File: config.mk
export PLATFORM = sky130hd
export DESIGN_NAME = aud_src_arb
export DESIGN_NICKNAME = d
export VERILOG_FILES = /design/src/rtl/aud_src_arb.sv
export SDC_FILE = /design/constraint.sdc
export NUM_CORES = 1
export LEC_CHECK = 0
export CAP_MARGIN = 20
export CORE_MARGIN = 1
export CORE_UTILIZATION = 50
export DETAILED_ROUTE_END_ITERATION = 8
export PLACE_DENSITY = 0.78
export SLEW_MARGIN = 0
export SYNTH_ARGS = -nofsm -noshare
export SYNTH_HDL_FRONTEND = slang
export SYNTH_SLANG_ARGS = --single-unit
File: constraint.sdc
create_clock -name aud_clk_i -period 6.8 [get_ports aud_clk_i]
set_input_delay 0.68 -clock aud_clk_i [delete_from_list [all_inputs] [get_ports aud_clk_i]]
set_output_delay 0.68 -clock aud_clk_i [all_outputs]
set_load 0.03 [all_outputs]
File: src/rtl/aud_src_arb.sv
// Two-source audio sample arbiter feeding an I2S generator: per-source staging
// slots, fixed/round-robin/mix/mute selection, grant reporting and underrun count.
module aud_src_arb #(
  parameter int unsigned CNT_W = 16
) (
  input  logic             aud_clk_i,
  input  logic             aud_rst_i,
  input  logic [1:0]       mode_i,
  input  logic [31:0]      s0_data_i,
  input  logic [31:0]      s1_data_i,
  input  logic             s0_valid_i,
  input  logic             s1_valid_i,
  output logic             s0_ready_o,
  output logic             s1_ready_o,
  output logic [31:0]      m_data_o,
  output logic             m_valid_o,
  input  logic             m_ready_i,
  output logic [1:0]       grant_o,
  output logic [CNT_W-1:0] underrun_cnt_o,
  input  logic             clr_cnt_i
);

  typedef enum logic [1:0] {
    MODE_FIXED = 2'b00,
    MODE_RR    = 2'b01,
    MODE_MIX   = 2'b10,
    MODE_MUTE  = 2'b11
  } mode_e;

  // Signed 16-bit add clamped to the 16-bit range.
  function automatic logic [15:0] sat_add(input logic [15:0] a, input logic [15:0] b);
    logic [16:0] sum;
    sum = {a[15], a} + {b[15], b};
    if (sum[16] != sum[15]) begin
      sat_add = sum[16] ? 16'h8000 : 16'h7FFF;
    end else begin
      sat_add = sum[15:0];
    end
  endfunction

  logic [1:0]       stg_v_r;
  logic [31:0]      stg0_d_r;
  logic [31:0]      stg1_d_r;
  mode_e            mode_r;
  logic             rr_last_r;
  logic [1:0]       grant_r;
  logic [CNT_W-1:0] cnt_r;

  logic [1:0]       sel_s;
  logic [31:0]      data_s;
  logic             valid_s;
  logic [1:0]       consume_s;
  logic [1:0]       accept_s;
  logic             underrun_s;

  // Source selection and output sample formation from the registered mode.
  always_comb begin
    sel_s   = 2'b00;
    data_s  = 32'h0000_0000;
    valid_s = 1'b0;
    case (mode_r)
      MODE_FIXED: begin
        valid_s = |stg_v_r;
        if (stg_v_r[0]) begin
          sel_s  = 2'b01;
          data_s = stg0_d_r;
        end else if (stg_v_r[1]) begin
          sel_s  = 2'b10;
          data_s = stg1_d_r;
        end else begin
          sel_s  = 2'b00;
        end
      end
      MODE_RR: begin
        valid_s = |stg_v_r;
        // With both staged, rr_last names the source served last, so take the other.
        if (&stg_v_r) begin
          sel_s = rr_last_r ? 2'b01 : 2'b10;
        end else begin
          sel_s = stg_v_r;
        end
        if (sel_s[0]) begin
          data_s = stg0_d_r;
        end else if (sel_s[1]) begin
          data_s = stg1_d_r;
        end else begin
          data_s = 32'h0000_0000;
        end
      end
      MODE_MIX: begin
        valid_s = |stg_v_r;
        sel_s   = stg_v_r;
        if (&stg_v_r) begin
          data_s = {sat_add(stg0_d_r[31:16], stg1_d_r[31:16]),
                    sat_add(stg0_d_r[15:0],  stg1_d_r[15:0])};
        end else if (stg_v_r[0]) begin
          data_s = stg0_d_r;
        end else if (stg_v_r[1]) begin
          data_s = stg1_d_r;
        end else begin
          data_s = 32'h0000_0000;
        end
      end
      MODE_MUTE: begin
        valid_s = 1'b1;
        sel_s   = stg_v_r;
      end
      default: begin
        valid_s = 1'b0;
        sel_s   = 2'b00;
      end
    endcase
    if (aud_rst_i) begin
      valid_s = 1'b0;
      data_s  = 32'h0000_0000;
      sel_s   = 2'b00;
    end else begin
      valid_s = valid_s;
    end
  end

  assign consume_s  = sel_s & {2{m_ready_i & valid_s}};
  assign underrun_s = m_ready_i & ~valid_s & ~aud_rst_i;
  assign accept_s   = {s1_valid_i & s1_ready_o, s0_valid_i & s0_ready_o};

  assign s0_ready_o     = ~stg_v_r[0] & ~aud_rst_i;
  assign s1_ready_o     = ~stg_v_r[1] & ~aud_rst_i;
  assign m_valid_o      = valid_s;
  assign m_data_o       = valid_s ? data_s : 32'h0000_0000;
  assign grant_o        = grant_r;
  assign underrun_cnt_o = cnt_r;

  // Staging slots: fill on accept, empty on consume (never both for one slot).
  always_ff @(posedge aud_clk_i) begin
    if (aud_rst_i) begin
      stg_v_r  <= 2'b00;
      stg0_d_r <= 32'h0000_0000;
      stg1_d_r <= 32'h0000_0000;
    end else begin
      stg_v_r <= (stg_v_r & ~consume_s) | accept_s;
      if (accept_s[0]) stg0_d_r <= s0_data_i;
      if (accept_s[1]) stg1_d_r <= s1_data_i;
    end
  end

  // Mode and round-robin history; mode only moves on frame boundaries.
  always_ff @(posedge aud_clk_i) begin
    if (aud_rst_i) begin
      mode_r    <= mode_e'(mode_i);
      rr_last_r <= 1'b1;
    end else begin
      if (m_ready_i) mode_r <= mode_e'(mode_i);
      if ((mode_r == MODE_RR) && (|consume_s)) rr_last_r <= consume_s[1];
    end
  end

  // Grant report and saturating underrun counter.
  always_ff @(posedge aud_clk_i) begin
    if (aud_rst_i) begin
      grant_r <= 2'b00;
      cnt_r   <= '0;
    end else begin
      if (m_ready_i) grant_r <= consume_s;
      if (clr_cnt_i) begin
        cnt_r <= '0;
      end else if (underrun_s && !(&cnt_r)) begin
        cnt_r <= cnt_r + 1'b1;
      end
    end
  end

endmodule
Word level (Yosys, flattened, before mapping) --
Cells that the tools add are included.
Cells by class: order comparisons 0, shift operators 0, mux-type cells 23, $mul 0, reductions and logical operators 12, divide/modulo/power cells 0, $add $sub $neg 3, bitwise gates (word level) 15, equality and inequality tests 5
Operators with widths (count):
- 32-bit two-way mux | 7
- 32-bit one-hot mux with 3 select lines | 1
- 16-bit two-way mux | 4
- 16-bit by 16-bit adder with 17-bit output | 2
- 16-bit by 1-bit adder with 16-bit output, second input constant | 1
- 2-bit two-way mux | 8
- 16-bit AND reduction | 1
- 2-bit OR reduction | 4
- 1-bit bitwise AND | 7
- 2-bit one-hot mux with 3 select lines | 1
- 2-bit bitwise AND | 2
- 2-bit == test, second input constant | 2
- 1-bit NOT | 4
- 3-bit OR reduction | 1
- 2-bit by 1-bit == test with 1-bit output, second input constant | 1
- 1-bit logical AND | 2
- 2-bit zero test | 1
- 1-bit inequality test | 2
- 2-bit NOT | 1
- 2-bit bitwise OR | 1
- 1-bit one-hot mux with 2 select lines | 1
- 2-bit AND reduction | 1
- 2-bit nonzero test | 1
- 1-bit zero test | 1
- 1-bit two-way mux | 1
Storage, ports and cells: flip-flop bits (word level) 87, memory bits (read-only) 0, RAM bits 0, bits in latches 0, memories kept 0, bits of input ports 72, output and inout bits 53, word-level logic and storage cells 65

Depth between registers and ports, before layout --
depth in word-level cells 9, gate-level depth with buffers 14, depth with buffers taken out 14

Worst setup path after synthesis --
Ideal clock, no wire load.
kind reg2out, start register stg0_d_r[8], end output port m_data_o[2], path buffers 1, setup slack 2.758 ns, required time 6.120 ns, arrival 3.362 ns, cell stages (with the launch flop) 13, cells stage by stage dfxtp_1 > ha_1 > and3_1 > a31oi_1 > o21ai_0 > a21oi_1 > o21ba_2 > o21ai_0 > xor2_1 > ha_1 > clkbuf_1 > o21ai_0 > a311oi_1
On the way: longest elaborated chain between the ends 7, elaborated cells between the ends (all ways) 8, classes of those cells 1 x add/sub; 1 x eq/ne; 6 x mux
RTL lines:
- start, declared | line 42 | logic [31:0] stg0_d_r;
- start signal, assigned | line 141 | if (accept_s[0]) stg0_d_r <= s0_data_i;
- 16-bit by 16-bit adder with 17-bit output (*) | line 33 | sum = {a[15], a} + {b[15], b};
- 16-bit two-way mux / 1-bit inequality test (equally long branches) | line 35, 34
- 16-bit two-way mux (*) | line 34 | if (sum[16] != sum[15]) begin
- 32-bit two-way mux (*) | line 93 | if (&stg_v_r) begin
- 32-bit one-hot mux with 3 select lines (*) | line 61 | case (mode_r)
- 32-bit two-way mux (*) | line 113 | if (aud_rst_i) begin
- 32-bit two-way mux (*) | line 129 | assign m_data_o = valid_s ? data_s : 32'h0000_0000;
- end, declared | line 15 | output logic [31:0] m_data_o,
Every way passes the cells marked *; elsewhere a longest branch is shown, timed or not.

Final worst setup path --
start register stg0_d_r[2], end output port m_data_o[12]
Same word-level chain as after synthesis.

==> impl_metrics.json <==
{
  "final.setup.tns_ns": 0,
  "via_per_inst": 5.85,
  "drt_wl_total_um": 18800,
  "ys_seq_area_share_pct": 27.8,
  "drv_slew": 0,
  "cts_buffer_depth": 2,
  "area.sequential_um2": 1760,
  "sw_frac_of_total_pct": 33.6,
  "power_mw": 1.51,
  "multi_input_area_um2": 4280,
  "die_area_um2": 13100,
  "gp_congestion": 0.915,
  "power_frac_seq_pct": 39.1,
  "grt_pass1_vias": 5905,
  "grt_pass1_wl_um": 29700,
  "peakVddDrop_mv": 0.132,
  "p_sw_uw": 509,
  "pwr-share-comb_pct": 27.1,
  "floorplan.initialDensity_pct": 52.1,
  "crit_path_start_kind": "flip-flop",
  "netlist_instances": 897,
  "synth_edf_count": 2,
  "path_max_fanout": 14,
  "relSlewSlack_pct": 20.2,
  "rsz0062_at_grt": "no",
  "port_buffers": 124,
  "max_freq_mhz": 178,
  "worst_slack_ns": 1.18,
  "whs_ns": 0.478,
  "final_cells": 1158,
  "wl_per_cell_um": 16.2,
  "ys_async_sr_fraction_pct": 0,
  "drt_iter0_drc": 558,
  "clk_latency_ns": 0.36,
  "syn_to_final_growth_pct": 25.6,
  "finalInstanceArea_um2": 7960,
  "r2r_slack_ns": 3.82,
  "via_count": 6776,
  "die_h_um": 115,
  "synth_area_leaders": "dfxtp_1, nand2_1, o21ai_0",
  "cts_resized": 0,
  "hold_buffers": 0,
  "hold_violations": 0,
  "final-setup-viol-count": 0,
  "clock_skew_ns": 0.00506,
  "synth-seq-cells": 87,
  "diodes": 0,
  "io_pins": 125,
  "antenna_left": 0,
  "power_frac_clock_pct": 33.8,
  "antenna_found_initial": 0,
  "ys_types": 70,
  "die_x_um": 115,
  "n_fill_cell": 1093,
  "overflow": 0,
  "avgSynthCellArea_um2": 7.06,
  "yosys_most_used_dff": "dfxtp_1",
  "placed_area_um2": 7620,
  "syn_area_um2": 6330,
  "leakage_nw": 2.99,
  "cts_tree": "yes",
  "post_cts_buffers": 0,
  "final_nets": 1094,
  "drv_cap": 0,
  "hp-class": "reg2reg",
  "powerDensity_nw_per_um2": 190,
  "path_class": "reg2out",
  "post-route-period-util_pct": 82.7,
  "firstDrtPassIters": 5,
  "core_area_um2": 12200,
  "finalCoreUtilization_pct": 65.4,
  "layout-drive-gt1-share_pct": 4.55,
  "grt_usage_pct": 29.0,
  "clk_pin_slew_ns": 0.07,
  "required_ns": 6.12,
  "post-route-min-period_ns": 5.62,
  "end_kind": "output pin",
  "ys.warnings.count": 0,
  "synth_top_area_share_pct": 26.9,
  "dp_slack_ns": 1.62,
  "tightest_slew_ns": 1.20,
  "cp.arrival_ns": 4.94,
  "power_report.internal_total_mw": 1.00,
  "clock-root-buffer": "clkbuf_16",
  "numCtsBuffers": 9,
  "post-place-cells": 1140,
  "num_rows": 40,
  "syn-num-nets": 1006,
  "hpwl_um": 13100,
  "clock_sinks": 87,
  "outcome": "finished, final reports clean",
  "h-tree-depth": 3,
  "grt_max_degree": 67,
  "drc": 0,
  "yosys.area.top_type": "dfxtp_1"
}
==> placed cells by master (no fill, tap or decap), types with 6 or more instances in the layout <==
cell             count
dfxtp_1             84
nand4_1              6
a22oi_1              6
clkdlybuf4s50_1    124
o32ai_2              6
xor2_1              15
nor3_1              19
nand2b_1             8
and3_1              12
nand2_1            205
clkbuf_16            9
xnor2_1             18
o32ai_1              6
o21ai_0            126
nand3_1             17
nor2b_1              7
a31oi_1              6
ha_1                35
a21oi_1             67
a22o_1               6
inv_1               21
nor2_1              63
a21o_1              11
==> kinds of logic (layout without fill, tap and decap cells) <==
| family | count (synthesis) | count (layout) | share of synthesized area [%] |
|---|---|---|---|
| AND/OR/NAND/NOR | 365 | 365 | 25.2 |
| multiplexers | 4 | 4 | 0.632 |
| flip-flops | 87 | 87 | 27.8 |
| AO/OA/AOI/OAI | 294 | 294 | 29.4 |
| adder cells (fa/ha/maj) | 38 | 38 | 7.70 |
| buffers and inverters | 76 | 169 | 4.70 |
| XOR/XNOR | 33 | 33 | 4.56 |
==> sequential cells by signal, summed over array words and instances (netlist names) <==
| name | flops |
|---|---|
| underrun_cnt_o | 16 |
| mode_r | 2 |
| grant_o | 2 |
| stg_v_r | 2 |
| stg1_d_r | 32 |
| stg0_d_r | 32 |
| rr_last_r | 1 |
==> power by group through the flow <==
stage	clock, mW	sequential (mW)	combinational [mW]
detailed placement	0	0.601	0.399
floorplan	0	0.580	0.281
finish	0.511	0.591	0.411
global placement	0	0.599	0.395
CTS	0.514	0.589	0.402
global route	0.537	0.596	0.449
==> cell type report <==
cell class              instances  area share [%]
inverters                      22            1.04
well taps                     168            2.64
clock inverters                 4           0.692
multi-input cells             734            53.8
clock buffers                  12            3.10
repair buffers                131            16.6
flip-flops and latches         87            22.2
==> critical path: stages (launching register included) <==
cell             delay (ns)
dfxtp_1                0.34
ha_1                   0.34
inv_1                  0.08
o21a_1                 0.22
o21ai_0                0.20
a21oi_1                0.13
o21ba_2                0.24
o21ai_0                0.31
xor2_1                 0.12
ha_1                   0.56
inv_1                  0.27
a21oi_1                0.55
buf_4                  0.27
nor3_1                 0.07
a21oi_1                0.20
clkdlybuf4s50_1        0.68
==> layer usage <==
metal  GRT usage, %  share of wire (%)  vias up
met5              0                  0        -
met3           4.71                8.1       29
met2           44.7                 44      309
li1               -                  -     3357
met1           40.5                 46     3081
met4           10.6                2.1        0
==> final timing paths <==
kind                from      endpoint  cells past startpoint
max          stg0_d_r[2]  m_data_o[12]                     15
min          stg1_d_r[6]   stg1_d_r[6]                      2
min reg2reg  stg1_d_r[6]   stg1_d_r[6]                      2
max reg2reg   stg_v_r[0]    stg_v_r[1]                      6
==> cells in the mapped netlist (all sizes together) (6+ instances only) <==
cell    count
nor2       63
nand2     205
nand3      17
inv        22
and3       13
o31ai       6
nand2b      8
o21ai     126
clkbuf     47
nor2b       7
ha         35
xnor2      18
a21oi      67
a22oi       6
o32ai      12
buf         7
dfxtp      85
nor3       19
a21o       11
a22o        6
a31oi       6
nand4       6
xor2       15
(Power assumes the default switching activity.)
